`src/rtl/oam_dma.sv`:
```
// OAM DMA engine: copies 160 bytes from page {base,00} into OAM, one byte per
// CPU M-cycle, after one M-cycle of startup delay. A new start restarts the
// transfer from any state, and an in-flight transfer is abandoned.
module oam_dma (
  input  logic        clk,
  input  logic        reset,
  input  logic        cpu_en,
  input  logic        start,
  input  logic [7:0]  start_addr,
  output logic [15:0] src_addr,
  output logic        src_rd,
  input  logic [7:0]  src_rdata,
  output logic [7:0]  oam_addr,
  output logic [7:0]  oam_wdata,
  output logic        oam_write,
  output logic        busy,
  output logic        bus_block
);

  typedef enum logic [1:0] {
    IDLE  = 2'd0,
    START = 2'd1,
    XFER  = 2'd2
  } state_e;

  localparam logic [7:0] LAST_IDX = 8'd159;

  state_e      state_q, state_d;
  logic [7:0]  base_q, base_d;
  logic [7:0]  idx_q, idx_d;
  logic        restart_q, restart_d;
  logic [7:0]  oam_addr_q, oam_addr_d;
  logic [7:0]  oam_wdata_q, oam_wdata_d;
  logic        oam_write_q, oam_write_d;
  logic        busy_q, busy_d;
  logic        bus_block_q, bus_block_d;
  logic        src_rd_q, src_rd_d;
  logic [15:0] src_addr_q, src_addr_d;

  // Next-state logic: everything advances only on M-cycle edges, except the
  // write strobe which always falls back to 0 one clk after it was raised.
  always_comb begin
    state_d     = state_q;
    base_d      = base_q;
    idx_d       = idx_q;
    restart_d   = restart_q;
    oam_addr_d  = oam_addr_q;
    oam_wdata_d = oam_wdata_q;
    oam_write_d = 1'b0;
    if (cpu_en) begin
      if (start) begin
        // A new start wins over any step of an older transfer.
        state_d   = START;
        base_d    = start_addr;
        idx_d     = 8'd0;
        restart_d = (state_q == XFER);
      end else begin
        case (state_q)
          IDLE: begin
            state_d = IDLE;
          end
          START: begin
            state_d = XFER;
          end
          XFER: begin
            oam_wdata_d = src_rdata;
            oam_addr_d  = idx_q;
            oam_write_d = 1'b1;
            if (idx_q == LAST_IDX) begin
              state_d = IDLE;
            end else begin
              idx_d = idx_q + 8'd1;
            end
          end
          default: begin
            state_d = IDLE;
          end
        endcase
      end
    end else begin
      state_d = state_q;
    end

    // Status and source-bus outputs are registered from the next state so
    // they line up with the state register itself.
    busy_d      = (state_d != IDLE);
    bus_block_d = (state_d == XFER) || ((state_d == START) && restart_d);
    src_rd_d    = (state_d == XFER);
    if (state_d == XFER) begin
      src_addr_d = {base_d, idx_d};
    end else begin
      src_addr_d = 16'h0000;
    end
  end

  // State and output registers with asynchronous clear.
  always_ff @(posedge clk or posedge reset) begin
    if (reset) begin
      state_q     <= IDLE;
      base_q      <= 8'd0;
      idx_q       <= 8'd0;
      restart_q   <= 1'b0;
      oam_addr_q  <= 8'd0;
      oam_wdata_q <= 8'd0;
      oam_write_q <= 1'b0;
      busy_q      <= 1'b0;
      bus_block_q <= 1'b0;
      src_rd_q    <= 1'b0;
      src_addr_q  <= 16'h0000;
    end else begin
      state_q     <= state_d;
      base_q      <= base_d;
      idx_q       <= idx_d;
      restart_q   <= restart_d;
      oam_addr_q  <= oam_addr_d;
      oam_wdata_q <= oam_wdata_d;
      oam_write_q <= oam_write_d;
      busy_q      <= busy_d;
      bus_block_q <= bus_block_d;
      src_rd_q    <= src_rd_d;
      src_addr_q  <= src_addr_d;
    end
  end

  assign src_addr  = src_addr_q;
  assign src_rd    = src_rd_q;
  assign oam_addr  = oam_addr_q;
  assign oam_wdata = oam_wdata_q;
  assign oam_write = oam_write_q;
  assign busy      = busy_q;
  assign bus_block = bus_block_q;

endmodule

```
`config.mk`:
```
export PLATFORM = sky130hd
export DESIGN_NAME = oam_dma
export DESIGN_NICKNAME = d
export VERILOG_FILES = /design/src/rtl/oam_dma.sv
export SDC_FILE = /design/constraint.sdc
export NUM_CORES = 1
export LEC_CHECK = 0
export ABC_CLOCK_PERIOD_IN_PS = 2800
export BUFFER_PORTS_ARGS = -buffer_cell sky130_fd_sc_hd__buf_2
export CAP_MARGIN = 25
export CORE_MARGIN = 5
export CORE_UTILIZATION = 50
export CTS_CLUSTER_DIAMETER = 60
export DETAILED_ROUTE_END_ITERATION = 8
export GPL_ROUTABILITY_DRIVEN = 0
export PLACE_DENSITY = 0.86
export SYNTH_ARGS = -nofsm -noshare
export SYNTH_HDL_FRONTEND = slang
export SYNTH_SLANG_ARGS = --single-unit
```
`constraint.sdc`:
```
create_clock -name clk -period 2.8 [get_ports clk]
set_input_delay 0.84 -clock clk [delete_from_list [all_inputs] [get_ports clk]]
set_output_delay 0.84 -clock clk [all_outputs]
set_load 0.1 [all_outputs]
```
==> impl_metrics.tcl, run 1 <==
set metrics [dict create \
    outcome "finished clean" \
    yosys.area_share.simple_pct 17.4 \
    path_max_fanout 18 \
    synth-warning-count 0 \
    grt-ovfl-total 0 \
    grt_pass1_wl_um 7760 \
    setup_viol 0 \
    routed_wl_um 4580 \
    cts_resized 0 \
    cts_sinks 55 \
    first_iter_violations 93 \
    worstPathCellList "ha_1 -> nand3_1 -> o2111a_1 -> o21ai_2 -> and2b_2" \
    final-max-slew-violation-count 0 \
    grt_max_degree 24 \
    start_kind "register" \
    cts_hold_buf 0 \
    htree_levels 2 \
    nNetsFinal 273 \
    rows 24 \
    drtPass1Iterations 5 \
    cts_tree "yes" \
    synth_top_area_share_pct 60.0 \
    path_clk_slew_ns 0.09 \
    wl_per_cell_um 15.1 \
    synth_top_family_by_area "simple AND/OR/NAND/NOR gates" \
    cts_buffers 5 \
    p_leak_nw 1.48 \
    synth_compound_area_share_pct 8.62 \
    max-vdd-ir-drop_v 0.000358 \
    final_antenna_net_count 0 \
    fin_skew_ns 0.00504 \
    power_density_nw_per_um2 755 \
    arrival_ns 2.32 \
    tightest_slew_ns 0.715 \
    fin_tns_setup_ns 0 \
    ys_types 40 \
    fin_crit_ns 2.11 \
    yosysSeqAreaShare_pct 60.0 \
    syn_area_sq_um 2290 \
    crit_family "compound AO/OA/AOI/OAI gates" \
    area_growth_pct 17.8 \
    clock.fmax_mhz 473 \
    clk_path_buf_depth 2 \
    dp_hpwl_um 3340 \
    dieArea_sq_um 6040 \
    layout-drive-gt1-share_pct 39.4 \
    cts_root_buf "clkbuf_8" \
    clock_latency_ns 0.31 \
    criticalPathCategory "reg -> reg" \
    hold_viol 0 \
    vias 1613 \
    cpMaxStageDelayCell "o21ai_2" \
    maxCapViolCount 0 \
    post_cts_buffers 0 \
    die_h_um 77.7 \
    synthMuxAreaShare_pct 8.30 \
    total_power_w 0.00204 \
    synth_area_leaders "dfrtp_1 60%, mux2_2 7.9%, nand2_1 5.9%" \
    synth_xor_area_share_pct 0 \
    endpoint_kind "register" \
    maxSlewHeadroom_pct 52.3 \
    crit_buf_inv 0 \
    worstHoldPathType "in -> async" \
    worstPathRequired_ns 3.00 \
    grt_pass1_vias 1635 \
    synth-seq-cells 55 \
    diodes 0 \
    synthAdderAreaFrac_pct 1.64 \
    synth_area_leader_cell "dfrtp_1" \
    antenna_found_initial 0 \
    synthCells 192 \
    routed_via_density 5.32 \
    rsz0062_at_grt "false" \
    post-route-period-util_pct 75.5 \
    synth_nets 215 \
    portBuffers 55 \
    slowest_delay_ns 0.59 \
    synth.avg_cell_area_sq_um 11.9 \
    initial_utilization_pct 51.9 \
    die_w_um 77.7 \
    drc_errors 0 \
    grtUsageTotal_pct 16.2 \
    core_area_sq_um 4410 \
    ios 56 \
]
## cell usage after synthesis
| master | count |
|---|---|
| buf_6 | 4 |
| a211oi_1 | 1 |
| a21boi_0 | 1 |
| nor2b_1 | 1 |
| nand3_1 | 4 |
| inv_1 | 8 |
| or2_2 | 1 |
| buf_2 | 2 |
| and4_1 | 1 |
| dfrtp_1 | 55 |
| nand3b_2 | 1 |
| o21ai_0 | 4 |
| a211oi_2 | 1 |
| nand2b_1 | 1 |
| a311oi_1 | 1 |
| nand3b_1 | 1 |
| clkbuf_1 | 1 |
| mux2_2 | 16 |
| clkinv_1 | 1 |
| a31oi_1 | 6 |
| o21a_1 | 2 |
| and2_1 | 1 |
| o32ai_1 | 1 |
| nand4_1 | 2 |
| and4bb_2 | 1 |
| and3_1 | 3 |
| a21oi_1 | 7 |
| o21ai_2 | 2 |
| o2111a_1 | 1 |
| o211ai_1 | 1 |
| mux2i_1 | 1 |
| ha_1 | 3 |
| or3b_2 | 1 |
| or3_1 | 2 |
| nand2_1 | 36 |
| a22o_1 | 1 |
| nor3_1 | 1 |
| and2b_2 | 8 |
| nand4bb_4 | 1 |
| nor2_1 | 6 |
## power breakdown
| group | switching (W) | internal [W] | total (W) |
|---|---|---|---|
| Sequential | 0.0000479 | 0.000877 | 0.000925 |
| Clock | 0.000244 | 0.000225 | 0.000469 |
| Combinational | 0.000530 | 0.000112 | 0.000643 |
| Total | 0.000823 | 0.00121 | 0.00204 |
## placed cells by master (no fill, tap or decap), types with 3 or more instances in the layout
cell type	n
dfrtp_1	55
buf_2	55
nand2_1	36
mux2_2	16
and2b_2	8
inv_1	7
a21oi_1	7
clkbuf_8	7
nor2_1	6
a31oi_1	6
o21ai_0	4
nand3_1	4
and3_1	3
ha_1	3
buf_4	3
## kinds of logic after synthesis
family | Yosys count
flops | 55
mux | 17
buf+inv | 16
simple gates | 72
fa+ha+maj | 3
compound gates | 29
## path summary, 6_finish.rpt
| check | startpoint | end | slack (ns) | depth (start not counted) |
|---|---|---|---|---|
| hold / removal | reset | oam_wdata[3] | 0.47 | 2 |
| setup reg to reg | idx_q[0] | src_addr[11] | 0.69 | 5 |
| max in group asynchronous | reset | oam_addr[4] | 1.74 | 3 |
| min in group clk | oam_wdata[4] | oam_wdata[4] | 0.48 | 2 |
| setup / recovery | idx_q[0] | src_addr[11] | 0.69 | 5 |
| hold reg to reg | oam_wdata[4] | oam_wdata[4] | 0.48 | 2 |
## per-stage QoR
step | hold WS [ns] | cell area [sq um] | setup WS [ns] | util [%] | cells
global placement | 0.453 | 2600 | 0.541 | 58.8 | 295
detailed placement | 0.459 | 2600 | 0.473 | 58.8 | 295
CTS | 0.461 | 2700 | 0.677 | 61.2 | 303
finish | 0.468 | 2700 | 0.686 | 61.2 | 303
floorplan | 0.466 | 2290 | 0.617 | - | 192
global route | 0.485 | 2700 | 0.495 | 61.2 | 303
## area by class of cell
cell class | count | area [sq um]
flip-flops and latches | 55 | 1380
clock inverters | 1 | 7.51
fillers | 377 | 1710
clock buffers | 7 | 96.3
inverters | 9 | 33.8
repair buffers | 58 | 298
multi-input cells | 121 | 823
well taps | 52 | 65.1
## per-layer routing
metal,track usage (%),vias to the layer above,wire [um],share of wire [%]
met5,0,-,0,0
met4,6.70,0,82,1.8
met3,4.05,5,310,6.8
met2,25.7,55,2220,49
met1,21.1,782,1960,43
li1,-,771,-,-
## worst reg2reg max path, stage by stage (launching register included)
cell and delay (ns):
dfrtp_1 0.44, ha_1 0.24, nand3_1 0.14, o2111a_1 0.29, o21ai_2 0.59, and2b_2 0.30
## flip-flops by register name, indices dropped and copies added (netlist names), 2 cells and up
signal / cells
src_addr: 16
base_q: 8
idx_q: 8
oam_addr: 8
oam_wdata: 8
state_q: 2
Note: power is estimated with default switching activity, not from simulation.
==> run 2, diff against run 1 <==
==> config.mk (replaced) <==
export PLATFORM = sky130hd
export DESIGN_NAME = oam_dma
export DESIGN_NICKNAME = d
export VERILOG_FILES = /design/src/rtl/oam_dma.sv
export SDC_FILE = /design/constraint.sdc
export NUM_CORES = 1
export LEC_CHECK = 0
export ABC_CLOCK_PERIOD_IN_PS = 1900
export BUFFER_PORTS_ARGS = -buffer_cell sky130_fd_sc_hd__buf_2
export CAP_MARGIN = 25
export CORE_MARGIN = 5
export CORE_UTILIZATION = 47
export CTS_CLUSTER_DIAMETER = 60
export DETAILED_ROUTE_END_ITERATION = 8
export GPL_ROUTABILITY_DRIVEN = 0
export PLACE_DENSITY = 0.85
export SYNTH_ARGS = -nofsm -noshare
export SYNTH_HDL_FRONTEND = slang
export SYNTH_SLANG_ARGS = --single-unit
==> constraint.sdc (replaced) <==
create_clock -name clk -period 1.9 [get_ports clk]
set_input_delay 0.57 -clock clk [delete_from_list [all_inputs] [get_ports clk]]
set_output_delay 0.57 -clock clk [all_outputs]
set_load 0.1 [all_outputs]
==> impl_metrics.tcl, run 2 (synthesis results as in run 1) <==
set metrics [dict create \
    dp_hpwl_um 3490 \
    tightest_slew_ns 0.501 \
    outcome "finished clean" \
    place_ws_ns -0.0326 \
    maxSlewHeadroom_pct 66.3 \
    clock_latency_ns 0.31 \
    fin_crit_ns 1.85 \
    rows 25 \
    start_kind "register" \
    ios 56 \
    cts_root_buf "clkbuf_8" \
    clk_path_buf_depth 2 \
    diodes 0 \
    criticalPathCategory "reg -> reg" \
    core_area_sq_um 4720 \
    maxCapViolCount 0 \
    die_h_um 79.8 \
    hold_viol 0 \
    nNetsFinal 293 \
    htree_levels 2 \
    worstHoldPathType "in -> async" \
    fillerInstances 396 \
    grtUsageTotal_pct 16.5 \
    worstPathRequired_ns 2.09 \
    crit-reg2reg-launch "state_q[0]" \
    first_iter_violations 173 \
    initial_utilization_pct 48.5 \
    portBuffers 55 \
    final-max-slew-violation-count 0 \
    path_max_fanout 6 \
    grt_pass1_vias 1757 \
    grt_pass1_wl_um 8110 \
    final_antenna_net_count 0 \
    reg2reg_to "src_addr[3]" \
    dieArea_sq_um 6370 \
    cts_buffers 5 \
    postLayoutCoreUtil_pct 61.2 \
    routed_via_density 5.03 \
    clock.fmax_mhz 541 \
    path_clk_slew_ns 0.09 \
    drc_errors 0 \
    crit_start "state_q[0]" \
    regArea_sq_um 1380 \
    cts_hold_buf 0 \
    p_leak_nw 1.58 \
    drtPass1Iterations 4 \
    wl_per_cell_um 14.2 \
    cts_tree "yes" \
    max-vdd-ir-drop_v 0.000463 \
    area_growth_pct 26.1 \
    layout-drive-gt1-share_pct 44.1 \
    power_density_nw_per_um2 1030 \
    fin_tns_setup_ns 0 \
    endpoint_kind "register" \
    arrival_ns 2.04 \
    r2r_slack_ns 0.05 \
    total_power_w 0.00298 \
    post-route-period-util_pct 97.2 \
    worst-r2r-cell-count 6 \
    crit_end "src_addr[3]" \
    grt-ovfl-total 0 \
    fin_skew_ns 0.00635 \
    mostFrequentLayoutCells "55 x dfrtp_1, 55 x buf_2, 36 x nand2_1, 21 x buf_4, 16 x mux2_2" \
    setup_viol 0 \
    vias 1694 \
    rsz0062_at_grt "true" \
    largest_reg_flops 16 \
    antenna_found_initial 0 \
    die_w_um 79.8 \
    cts_sinks 55 \
    setup_slack_ns 0.0527 \
    multi_input_area_sq_um 838 \
    grt_max_degree 56 \
    routed_wl_um 4800 \
]
## run 2: how the worst min path moves through the flow
stage	endpoint	cells after the start	slack, ns	start
final	src_addr[15]	3	0.33	reset
after global routing	src_addr[15]	3	0.34	reset
after CTS	src_addr[15]	3	0.34	reset
after detailed placement	oam_wdata[4]	2	0.46	oam_wdata[4]
after global placement	oam_wdata[5]	2	0.45	oam_wdata[5]
after floorplan	base_q[0]	1	0.47	base_q[0]
## run 2: area by class of cell
class	count	area share, %
clock buffers	5	2.38
well taps	67	2.90
multi-input cells	121	29.0
inverters	9	1.30
repair buffers	78	16.4
flip-flops and latches	55	47.6
clock inverters	2	0.476
## run 2: worst max-delay path, stage by stage, from the launching register on
cell,delay (ns)
dfrtp_1,0.36
inv_1,0.05
ha_1,0.32
o32ai_2,0.38
o21ai_4,0.17
buf_4,0.20
a311oi_1,0.27
## run 2: power by group
part / internal [W] / total [W] / switching (W) / leakage (nW)
combinational: 0.000208 / 0.00102 / 0.000814 / 0.799
sequential: 0.00129 / 0.00135 / 0.0000523 / 0.735
clock: 0.000253 / 0.000610 / 0.000357 / 0.0440
## run 2: stage by stage
stage / cells / cell area [sq um] / hold WS (ns)
final: 337 / 2890 / 0.329
after global routing: 337 / 2890 / 0.343
after floorplan: 192 / 2300 / 0.466
after detailed placement: 328 / 2770 / 0.461
after global placement: 328 / 2770 / 0.452
after CTS: 337 / 2880 / 0.337
## run 2: timing repair
item                                    in CTS  in global routing
resized for setup                            0                  2
cloned                                       0                  0
pin swaps                                    1                  0
endpoints found under the setup margin       1                 12
setup buffers                                2                  0
## run 2: metal layers
metal  wire length [um]  GRT usage (%)  vias to the layer above
met2               2460           29.5                       54
li1                   -              -                      808
met4                 82           5.24                        0
met1               1930           19.2                      822
met5                  0              0                        -
met3                330           4.18                       10
==> run 3, diff against run 2 <==
==> constraint.sdc (replaced) <==
create_clock -name clk -period 1.9 [get_ports clk]
set_input_delay 0.095 -clock clk [delete_from_list [all_inputs] [get_ports clk]]
set_output_delay 0.095 -clock clk [all_outputs]
set_load 0.1 [all_outputs]
==> impl_metrics.tcl, run 3 (synthesis results as in run 1) <==
set metrics [dict create \
    path_clk_slew_ns 0.09 \
    fin_crit_ns 1.79 \
    grt_max_degree 27 \
    cts_sinks 55 \
    layout-drive-gt1-share_pct 38.9 \
    fillerInstances 374 \
    htree_levels 2 \
    ios 56 \
    fin_skew_ns 0.00648 \
    grt_pass1_vias 1673 \
    post_cts_buffers 0 \
    path_max_fanout 12 \
    post-route-period-util_pct 94.1 \
    regArea_sq_um 1380 \
    post_dp_cell_area_sq_um 2670 \
    diodes 0 \
    area_growth_pct 23.9 \
    hold_viol 0 \
    drc_errors 0 \
    drtPass1Iterations 4 \
    max-vdd-ir-drop_v 0.000594 \
    cts_buffers 5 \
    die_w_um 79.8 \
    routed_wl_um 4650 \
    final_area_sq_um 2840 \
    multi_input_area_sq_um 823 \
    final_antenna_net_count 0 \
    worstHoldPathType "in -> reg" \
    largest_reg_flops 16 \
    vias 1681 \
    cts_root_buf "clkbuf_8" \
    grtUsageTotal_pct 15.5 \
    postLayoutCoreUtil_pct 60.1 \
    nNetsFinal 287 \
    initial_utilization_pct 48.5 \
    routed_via_density 5.06 \
    setup_viol 0 \
    maxSlewHeadroom_pct 66.5 \
    maxCapViolCount 0 \
    antenna_found_initial 0 \
    final-max-slew-violation-count 0 \
    grt-ovfl-total 0 \
    criticalPathCategory "reg -> reg" \
    endpoint_kind "register" \
    clock_latency_ns 0.31 \
    hold_ws_ns 0.0250 \
    r2r_slack_ns 0.11 \
    wl_per_cell_um 14.0 \
    fin_tns_setup_ns 0 \
    grt_pass1_wl_um 7700 \
    p_leak_nw 1.53 \
    mostFrequentLayoutCells "55 x dfrtp_1, 55 x buf_2, 36 x nand2_1, 16 x mux2_2, 9 x dlygate4sd3_1" \
    die_h_um 79.8 \
    arrival_ns 1.99 \
    dp_hpwl_um 3380 \
    rows 25 \
    start_kind "register" \
    clock.fmax_mhz 559 \
    core_area_sq_um 4720 \
    cts_tree "yes" \
    worstPathRequired_ns 2.10 \
    dieArea_sq_um 6370 \
    rsz0062_at_grt "false" \
    portBuffers 55 \
    tightest_slew_ns 0.502 \
    first_iter_violations 71 \
    power_density_nw_per_um2 1040 \
    outcome "finished clean" \
    clk_path_buf_depth 2 \
]
## run 3: final cells by class
type	count	share of cell area (%)
Clock buffer	6	2.56
Inverter	9	1.19
Tap cell	67	2.95
Sequential cell	55	48.5
Multi-Input combinational cell	121	29.0
Timing Repair Buffer	72	15.4
Clock inverter	2	0.441
## run 3: layer usage
metal | wire length (um) | share of wire, % | up-vias | track usage, %
met5 | 0 | 0 | - | 0
met4 | 51 | 1.1 | 0 | 4.39
met3 | 252 | 5.4 | 6 | 4.29
met2 | 2410 | 52 | 49 | 27.2
met1 | 1940 | 42 | 828 | 18.6
li1 | - | - | 798 | -
## run 3: worst paths after layout
path / from / end / cells after the start
worst min-delay path: start_addr[1] / base_q[1] / 2
worst max-delay path: state_q[0] / src_addr[3] / 6
worst max register to register: state_q[0] / src_addr[3] / 6
min in group asynchronous: reset / base_q[4] / 3
worst min register to register: oam_wdata[3] / oam_wdata[3] / 2
max in group asynchronous: reset / idx_q[4] / 4
## run 3: repair_timing
item,4_1_cts,5_1_grt
gates resized for setup,0,1
hold buffers,9,0
endpoints found under the setup margin,0,1
endpoints found under the hold margin,32,0
## run 3: through the flow
stage	cells	setup WS (ns)	total power (W)
after global routing	332	0.0125	0.00308
final	332	0.113	0.00296
after CTS	332	0.0942	0.00298
after global placement	315	0.215	0.00233
after floorplan	192	0.298	0.00218
after detailed placement	315	0.108	0.00235
## run 3: power by group
| group | switching (W) | internal, W | leakage [nW] | total, W |
|---|---|---|---|---|
| clock network | 0.000366 | 0.000258 | 0.0412 | 0.000624 |
| logic | 0.000795 | 0.000189 | 0.759 | 0.000984 |
| registers | 0.0000609 | 0.00129 | 0.735 | 0.00135 |
| total | 0.00122 | 0.00174 | 1.53 | 0.00296 |
## run 3: critical path, stage by stage, from the launching register on
cell,delay [ns]
dfrtp_1,0.39
inv_1,0.05
ha_1,0.30
o32ai_1,0.41
o21ai_2,0.13
buf_12,0.16
a311oi_1,0.25
